<file path="src/rtl/comma_aligner.sv">
// K28.5 comma aligner: searches all 10 bit offsets, barrel-shifts to the comma boundary, tracks lock.
// Define ALIGN_ERR_CNT_EN to add align_err_count, a saturating count of foreign commas while locked.
module comma_aligner #(
  parameter int unsigned DATA_WIDTH    = 10,
  parameter int unsigned LOCK_COMMAS   = 3,
  parameter int unsigned UNLOCK_COMMAS = 2
) (
  input  logic                  write_clk,
  input  logic                  rst,
  input  logic [DATA_WIDTH-1:0] data_in,
  output logic [DATA_WIDTH-1:0] data_out,
  output logic                  comma_det,
  output logic                  symbol_lock,
  output logic [3:0]            align_offset
`ifdef ALIGN_ERR_CNT_EN
  ,
  output logic [7:0]            align_err_count
`endif
);

  localparam logic [DATA_WIDTH-1:0] KNeg = 10'b0101111100;
  localparam logic [DATA_WIDTH-1:0] KPos = 10'b1010000011;
  localparam int unsigned CntW  = $clog2(LOCK_COMMAS + 1);
  localparam int unsigned MissW = $clog2(UNLOCK_COMMAS + 1);

  typedef enum logic [1:0] {StHunt, StVerify, StLocked} state_e;

  state_e                    state_q;
  logic [DATA_WIDTH-1:0]     prev_q;
  logic [3:0]                off_q;
  logic [CntW-1:0]           cnt_q;
  logic [MissW-1:0]          miss_q;
`ifdef ALIGN_ERR_CNT_EN
  logic [7:0]                err_q;
`endif

  logic [2*DATA_WIDTH-1:0]   window;
  logic [DATA_WIDTH-1:0]     match;
  logic                      hit;
  logic                      on_off;
  logic [3:0]                hit_k;
  logic [3:0]                off_n;
  logic [4:0]                sel;

  assign window = {data_in, prev_q};

  // Descending scan so the lowest matching offset is the last one written and wins.
  always_comb begin
    match = '0;
    hit_k = '0;
    for (int k = DATA_WIDTH - 1; k >= 0; k--) begin
      match[k] = (window[k +: DATA_WIDTH] == KNeg) || (window[k +: DATA_WIDTH] == KPos);
      if (match[k]) hit_k = 4'(k);
    end
  end

  assign hit    = |match;
  assign on_off = match[off_q];

  // Offset taken this cycle, so the comma that moves the offset is itself emitted aligned.
  always_comb begin
    off_n = off_q;
    if ((state_q == StHunt) && hit) begin
      off_n = hit_k;
    end else if ((state_q == StVerify) && hit && !on_off) begin
      off_n = hit_k;
    end
  end

  assign sel = {1'b0, off_n};

  always_ff @(posedge write_clk) begin
    if (rst) begin
      state_q   <= StHunt;
      prev_q    <= '0;
      off_q     <= '0;
      cnt_q     <= '0;
      miss_q    <= '0;
      data_out  <= '0;
      comma_det <= 1'b0;
`ifdef ALIGN_ERR_CNT_EN
      err_q     <= '0;
`endif
    end else begin
      prev_q    <= data_in;
      data_out  <= window[sel +: DATA_WIDTH];
      comma_det <= match[off_n];
      off_q     <= off_n;
      unique case (state_q)
        StHunt: begin
          if (hit) begin
            cnt_q <= CntW'(1);
            if (LOCK_COMMAS <= 1) begin
              state_q <= StLocked;
              miss_q  <= '0;
            end else begin
              state_q <= StVerify;
            end
          end
        end
        StVerify: begin
          if (on_off) begin
            cnt_q <= cnt_q + 1'b1;
            if (cnt_q >= CntW'(LOCK_COMMAS - 1)) begin
              state_q <= StLocked;
              miss_q  <= '0;
            end
          end else if (hit) begin
            cnt_q <= CntW'(1);
          end
        end
        StLocked: begin
          if (on_off) begin
            miss_q <= '0;
          end else if (hit) begin
`ifdef ALIGN_ERR_CNT_EN
            if (err_q != 8'hFF) err_q <= err_q + 1'b1;
`endif
            if (miss_q >= MissW'(UNLOCK_COMMAS - 1)) begin
              state_q <= StHunt;
              miss_q  <= '0;
            end else begin
              miss_q <= miss_q + 1'b1;
            end
          end
        end
        default: state_q <= StHunt;
      endcase
    end
  end

  assign symbol_lock  = (state_q == StLocked);
  assign align_offset = off_q;
`ifdef ALIGN_ERR_CNT_EN
  assign align_err_count = err_q;
`endif

endmodule
</file>
<file path="config.mk">
export PLATFORM = sky130hd
export DESIGN_NAME = comma_aligner
export DESIGN_NICKNAME = d
export VERILOG_FILES = /design/src/rtl/comma_aligner.sv
export SDC_FILE = /design/constraint.sdc
export NUM_CORES = 1
export LEC_CHECK = 0
export BUFFER_PORTS_ARGS = -buffer_cell sky130_fd_sc_hd__buf_2
export CAP_MARGIN = 20
export CELL_PAD_IN_SITES_DETAIL_PLACEMENT = 1
export CELL_PAD_IN_SITES_GLOBAL_PLACEMENT = 1
export CORE_MARGIN = 1.5
export CORE_UTILIZATION = 40
export DETAILED_ROUTE_END_ITERATION = 6
export HOLD_SLACK_MARGIN = 0.1
export PLACE_DENSITY_LB_ADDON = 0.2
export SLEW_MARGIN = 20
export SYNTH_ARGS = -nofsm -noshare
export SYNTH_HDL_FRONTEND = slang
export SYNTH_SLANG_ARGS = --single-unit
</file>
<file path="constraint.sdc">
create_clock -name write_clk -period 5 [get_ports write_clk]
set_input_delay 0.5 -clock write_clk [delete_from_list [all_inputs] [get_ports write_clk]]
set_output_delay 0.5 -clock write_clk [all_outputs]
set_load 0.1 [all_outputs]
</file>
==> summary.txt, run 1 <==
status: finished, final reports clean
hold crit path type: reg -> reg
area added between synthesis and finish: 8.39%
mapped cell area: 3070 um2
Largest stage delay, worst path: 730 ps
final setup TNS: 0 ps
Async SR Flop Fraction: 0
Avg Cell Area, Syn: 8.02 um2
Core Area: 7330 um2
DRT Pass-1 Iters: 5
Worst R2R Path Depth: 12
setup violators final: 0
Initial Utilization: 0.419
synth top area cells: dfxtp_1 20%, mux2i_1 14%, a31oi_1 3.7%
GRT Util Overall: 0.251
vias post-DR: 3115
hold path cells: 2
Worst path top cell family by delay: simple AND/OR/NAND/NOR gates
Final WS setup: 744 ps
CP cell instances: nand2b_1 > or4b_1 > a21oi_1 > o41ai_1 > a41oi_2 > buf_4 > nor2_4 > mux2i_1 > buf_4 > nand2_1 > or4_1 > o221ai_1
min-delay src: miss_q[1]
Slew @ Worst Pin: 726 ps
Post-synth EDFFs: 0
Vias/cell: 6.38
clock root buffer: clkbuf_8
CTS resizes: 0
Setup WS pre-CTS: 833 ps
count of final max-slew check failures: 0
worst r2r src: prev_q[9]
die area: 8210 um2
Yosys top cell area share: 0.202
MaxCap Viol Count: 0
Wirelength per Cell: 21.1 um
total grt overflow: 0
port buffer count: 27
H-tree depth: 2
# rows: 31
Antenna Cells: 0
critical path class: reg -> reg
CTS Buf Count: 5
part of the cycle the worst path needs: 0.851
# IOs: 28
nets: 405
synth warn: 0
min Tclk post-route: 4260 ps
RePlAce Congestion: 0.930
Finished Core Util: 0.454
setup repair bufs after CTS: 0
post-synthesis sequential area ratio: 0.202
Clock Latency Late Sink: 300 ps
CP Buf/Inv Count: 2
initial antenna violation count: 0
Final Hold Viols: 0
Worst Path Max Fanout: 22
Fin Clk Skew: 10.9 ps
DRC violations left: 0
Hold Path End: miss_q[1]
worst vdd ir: 0.131 mV
Reg2Reg Capture Point: comma_det
R2R Setup Slk: 740 ps
post-synth top area cell: dfxtp_1
largest net degree at the start of global routing: 31
Syn Inst Count: 383
Rel. slew slack: 0.516
final wirelength: 10300 um
fillers: 900
RSZ-0062 raised after global routing: no
startpoint types: register
Synth Register Bits: 31
Die Y: 90.6 um
vias in the first global route: 2975
most frequent CP cell: buf_4
number of routed nets with antenna violations: 0
top_reg_cell synth: dfxtp_1
Iter 0 DRT Violations: 221
Critical-path top delay cell: dfxtp_1
Worst EP arrival: 4470 ps
Die X: 90.6 um
first-pass GRT wire length: 16400 um
Worst setup EP type: register
Detailed Place HPWL: 7510 um
syn nets: 400
Distinct cells, synth: 63
CTS tree: done
share of cells above drive strength 1: 0.152
clock slew at reported path FFs: 80 ps
leakage: 1.22 nW
fmax: 0.235 GHz
power after layout: 0.000671 W
power per cell area: 201 nW/um2
CTS max path bufs: 2
total clock sinks: 31
Hold-fix buffers, CTS: 0
WP data required: 5210 ps
## metal layers
layer,track usage,vias to the layer above,part of all wire
met5,0,-,0
li1,-,1477,-
met4,0.0569,0,0.0097
met2,0.387,112,0.46
met3,0.0530,11,0.065
met1,0.355,1515,0.47
## cells in the final DEF, fill, tap and decap left out, drive strengths merged, types with 4 or more instances in the layout
cell,n
mux2i,45
buf,33
dfxtp,31
nor2,31
nand2,19
a31oi,18
nor3b,15
a21oi,13
o22ai,13
inv,12
nor2b,11
nand2b,10
nand4b,9
nor3,7
o21ai,7
o22a,7
nand4,6
clkbuf,6
nor4,6
nor4bb,5
nand3,5
or4,5
mux2,5
ha,5
or2,5
or4b,4
## tightest hold or removal path, stage by stage, from the launching register on
cell and delay [ps]:
dfxtp_1 320, nand2_1 60, a21oi_1 50
## sequential cells by signal, indices dropped and copies added, names as in the netlist
name and cells:
prev_q 10, cnt_q 2, data_out 10, state_q 2, comma_det 1, align_offset 4, miss_q 2
## Yosys cell counts, drive strengths merged, types with 4 or more instances
master / number
or4b: 4
mux2i: 45
o21ai: 7
ha: 5
o22a: 7
mux2: 5
nand3: 5
a21oi: 13
or4: 5
clkbuf: 13
nor4bb: 5
inv: 12
buf: 22
or2: 5
nand4: 6
nor2: 31
dfxtp: 31
nor3: 7
nand2: 19
nor3b: 15
nor4: 6
nand2b: 10
nand4b: 9
a31oi: 18
nor2b: 11
o22ai: 13
## through the flow
stage               cell area [um2]  hold slack [ps]  std cells
finish                         3330              465        488
global route                   3330              487        488
detailed placement             3210              463        480
CTS                            3330              474        488
global placement               3210              440        480
floorplan                      3070              432        383
## worst max-delay path by stage
stage                               start          end  slack [ps]  depth (start not counted)
after floorplan           align_offset[0]  data_out[1]        1460                         11
after global placement         data_in[0]    comma_det         860                         12
after detailed placement       data_in[0]    comma_det         830                         12
after CTS                       prev_q[9]    comma_det         780                         12
after global routing            prev_q[9]  data_out[3]         500                         12
final                           prev_q[9]    comma_det         740                         12
## layout make-up
class	instances	area, um2	area share
sequential	31	621	0.186
tap	99	124	0.0372
timing repair buffer	33	180	0.0541
clock buffer	6	82.6	0.0248
inverter	12	45.0	0.0135
clock inverter	2	35.0	0.0105
multi-input combinational	305	2240	0.673
## cells by family after synthesis
| family | after synthesis | synth area share |
|---|---|---|
| AND/OR/NAND/NOR | 158 | 0.319 |
| AO/OA/AOI/OAI | 90 | 0.207 |
| multiplexers | 52 | 0.184 |
| buffers and inverters | 47 | 0.0681 |
| flip-flops | 31 | 0.202 |
| adder cells (fa/ha/maj) | 5 | 0.0204 |
## power breakdown
group / leakage, nW / switching [W] / internal [W]
clock network: 0.0612 / 0.000111 / 0.000161
registers: 0.254 / 0.0000155 / 0.000255
logic: 0.907 / 0.0000871 / 0.0000401
Note: power is estimated with default switching activity, not from simulation.
==> run 2: changes to the inputs <==
--- a/config.mk
+++ b/config.mk
@@ -10,9 +10,10 @@
 export CELL_PAD_IN_SITES_DETAIL_PLACEMENT = 1
 export CELL_PAD_IN_SITES_GLOBAL_PLACEMENT = 1
 export CORE_MARGIN = 1.5
-export CORE_UTILIZATION = 40
+export CORE_UTILIZATION = 49
 export DETAILED_ROUTE_END_ITERATION = 6
 export HOLD_SLACK_MARGIN = 0.1
+export MAX_ROUTING_LAYER = met4
 export PLACE_DENSITY_LB_ADDON = 0.2
 export SLEW_MARGIN = 20
 export SYNTH_ARGS = -nofsm -noshare
==> run 2 against run 1 <==
  * Routed wire length is 4.8% higher
  * Via count increased by 5.7%
  * Clock power is 14% higher
  * Die area down 18%
  * Critical path depth down 1
  * Combinational power rose by 3%
  * Setup slack worse by 120 ps
  * Register-to-register slack got worse by 120 ps
  * Maximum frequency shrank 2.7%
  * Final cell count is 5.1% lower
  * Sequential power about the same
  * Total power grew 6.2%
  * Critical endpoint unchanged
  * Highest routed layer unchanged
==> summary.txt, run 2 (synthesis gave the netlist of run 1 again) <==
RSZ-0062 raised after global routing: no
Final WS setup: 626 ps (-118 ps)
H-tree depth: 2 (unchanged)
Wirelength per Cell: 23.3 um (+10%)
leakage: 1.22 nW (about the same)
DRT Pass-1 Iters: 5 (unchanged)
Setup WS pre-CTS: 743 ps (-89.2 ps)
worst r2r src: prev_q[9]
# rows: 28 (-9.7%)
Worst R2R Path Depth: 11 (-1)
clock root buffer: clkbuf_8
die area: 6750 um2 (-18%)
Hold-fix buffers, CTS: 0 (unchanged)
CTS resizes: 0 (unchanged)
min Tclk post-route: 4370 ps (+118 ps)
most common cell after layout, fill and taps aside: mux2i_1
RePlAce Congestion: 0.929 (about the same)
share of cells above drive strength 1: 0.149 (-0.00219)
vias in the first global route: 3167 (+6.5%)
Antenna Cells: 0 (unchanged)
number of routed nets with antenna violations: 0 (unchanged)
worst vdd ir: 0.157 mV (+19%)
startpoint types: register
min-delay src: miss_q[1]
status: finished, final reports clean
final setup TNS: 0 ps (unchanged)
CTS max path bufs: 2 (unchanged)
Die Y: 82.2 um (-9.3%)
Worst Path Max Fanout: 22 (unchanged)
critical path launch point: prev_q[9]
power after layout: 0.000712 W (+6.2%)
MaxCap Viol Count: 0 (unchanged)
Fin Clk Skew: 10.7 ps (-0.234 ps)
post-route cell area: 3310 um2 (-0.56%)
Rel. slew slack: 0.458 (-0.0571)
first-pass GRT wire length: 17200 um (+4.5%)
Detailed Place HPWL: 7390 um (-1.5%)
WP data required: 5200 ps (about the same)
clock slew at reported path FFs: 70 ps (about the same)
Final Hold Viols: 0 (unchanged)
Die X: 82.2 um (-9.3%)
# IOs: 28 (unchanged)
Worst setup EP type: register
DP Area: 3170 um2 (-1.2%)
Vias/cell: 7.11 (+11%)
CTS Buf Count: 5 (unchanged)
DRC violations left: 0 (unchanged)
Initial Utilization: 0.513 (+0.0937)
setup violators final: 0 (unchanged)
hold crit path type: reg -> reg
total grt overflow: 0 (unchanged)
initial antenna violation count: 0 (unchanged)
largest net degree at the start of global routing: 31 (unchanged)
most frequent cells in the layout: 44 x mux2i_1, 31 x dfxtp_1, 30 x nor2_1
count of final max-slew check failures: 0 (unchanged)
Hold Path End: miss_q[1]
hold path cells: 2 (unchanged)
R2R Setup Slk: 630 ps (-120 ps)
Slew @ Worst Pin: 795 ps (+69.7 ps)
power per cell area: 215 nW/um2 (+6.8%)
critical path class: reg -> reg
area added between synthesis and finish: 7.78%
part of the cycle the worst path needs: 0.875 (+0.0236)
Min Hold Slack: 480 ps (+14.8 ps)
CTS tree: done
port buffer count: 27 (unchanged)
Iter 0 DRT Violations: 402 (+82%)
setup repair bufs after CTS: 0 (unchanged)
Reg2Reg Capture Point: comma_det
Core Area: 5990 um2 (-18%)
nets: 404 (-0.25%)
GRT Util Overall: 0.346 (+0.0953)
Worst EP arrival: 4580 ps (+110 ps)
Clock Latency Late Sink: 290 ps (about the same)
fmax: 0.229 GHz (-2.7%)
final wirelength: 10800 um (+4.8%)
vias post-DR: 3292 (+5.7%)
total clock sinks: 31 (unchanged)
[run 2: changes by cell type in the layout (fill, tap and decap cells not counted)]
cell / before / now
buf_4: 6 / 5
bufinv_16: 1 / 2
clkbuf_8: 6 / 5
clkinv_2: 1 / 0
clkinvlp_4: 0 / 1
[run 2: power breakdown]
| group | leakage, nW | internal [W] | switching (W) |
|---|---|---|---|
| registers | 0.254 | 0.000255 | 0.0000150 |
| clock network | 0.0644 | 0.000199 | 0.000111 |
| logic | 0.903 | 0.0000401 | 0.0000912 |
[run 2: how the worst max path moves through the flow]
stage | end | cells past startpoint
after floorplan | data_out[1] | 11
after global routing | comma_det | 11
after detailed placement | comma_det | 12
after global placement | data_out[8] | 12
final | comma_det | 11
after CTS | comma_det | 11
[run 2: final cells by class]
class                   instances  area [um2]
repair buffers                 32         173
fillers                       745        2680
flip-flops and latches         31         621
clock inverters                 3        67.6
inverters                      12        45.0
clock buffers                   5        68.8
multi-input cells             305        2240
well taps                      75        93.8
[run 2: per-stage QoR]
step           utilization  std cells
2_1_floorplan            -        383
3_3_place_gp         0.530        455
3_5_place_dp         0.530        455
4_1_cts              0.552        463
5_1_grt              0.552        463
6_report             0.552        463
[run 2: routing by layer]
| metal | global-route usage | routed length [um] | up-vias |
|---|---|---|---|
| met1 | 0.454 | 4660 | 1609 |
| met2 | 0.542 | 4910 | 170 |
| li1 | - | - | 1473 |
| met5 | - | 0 | - |
| met3 | 0.0615 | 879 | 40 |
| met4 | 0.107 | 356 | 0 |
[run 2: worst max-delay path, cell delays in order (launching register included)]
cell	delay [ps]
dfxtp_1	730
nor4bb_1	180
nand4b_1	230
a211oi_1	130
o41ai_1	520
a41oi_2	160
buf_4	240
nor2_4	480
mux2i_1	660
nand2_1	210
or4_1	550
o221ai_1	200
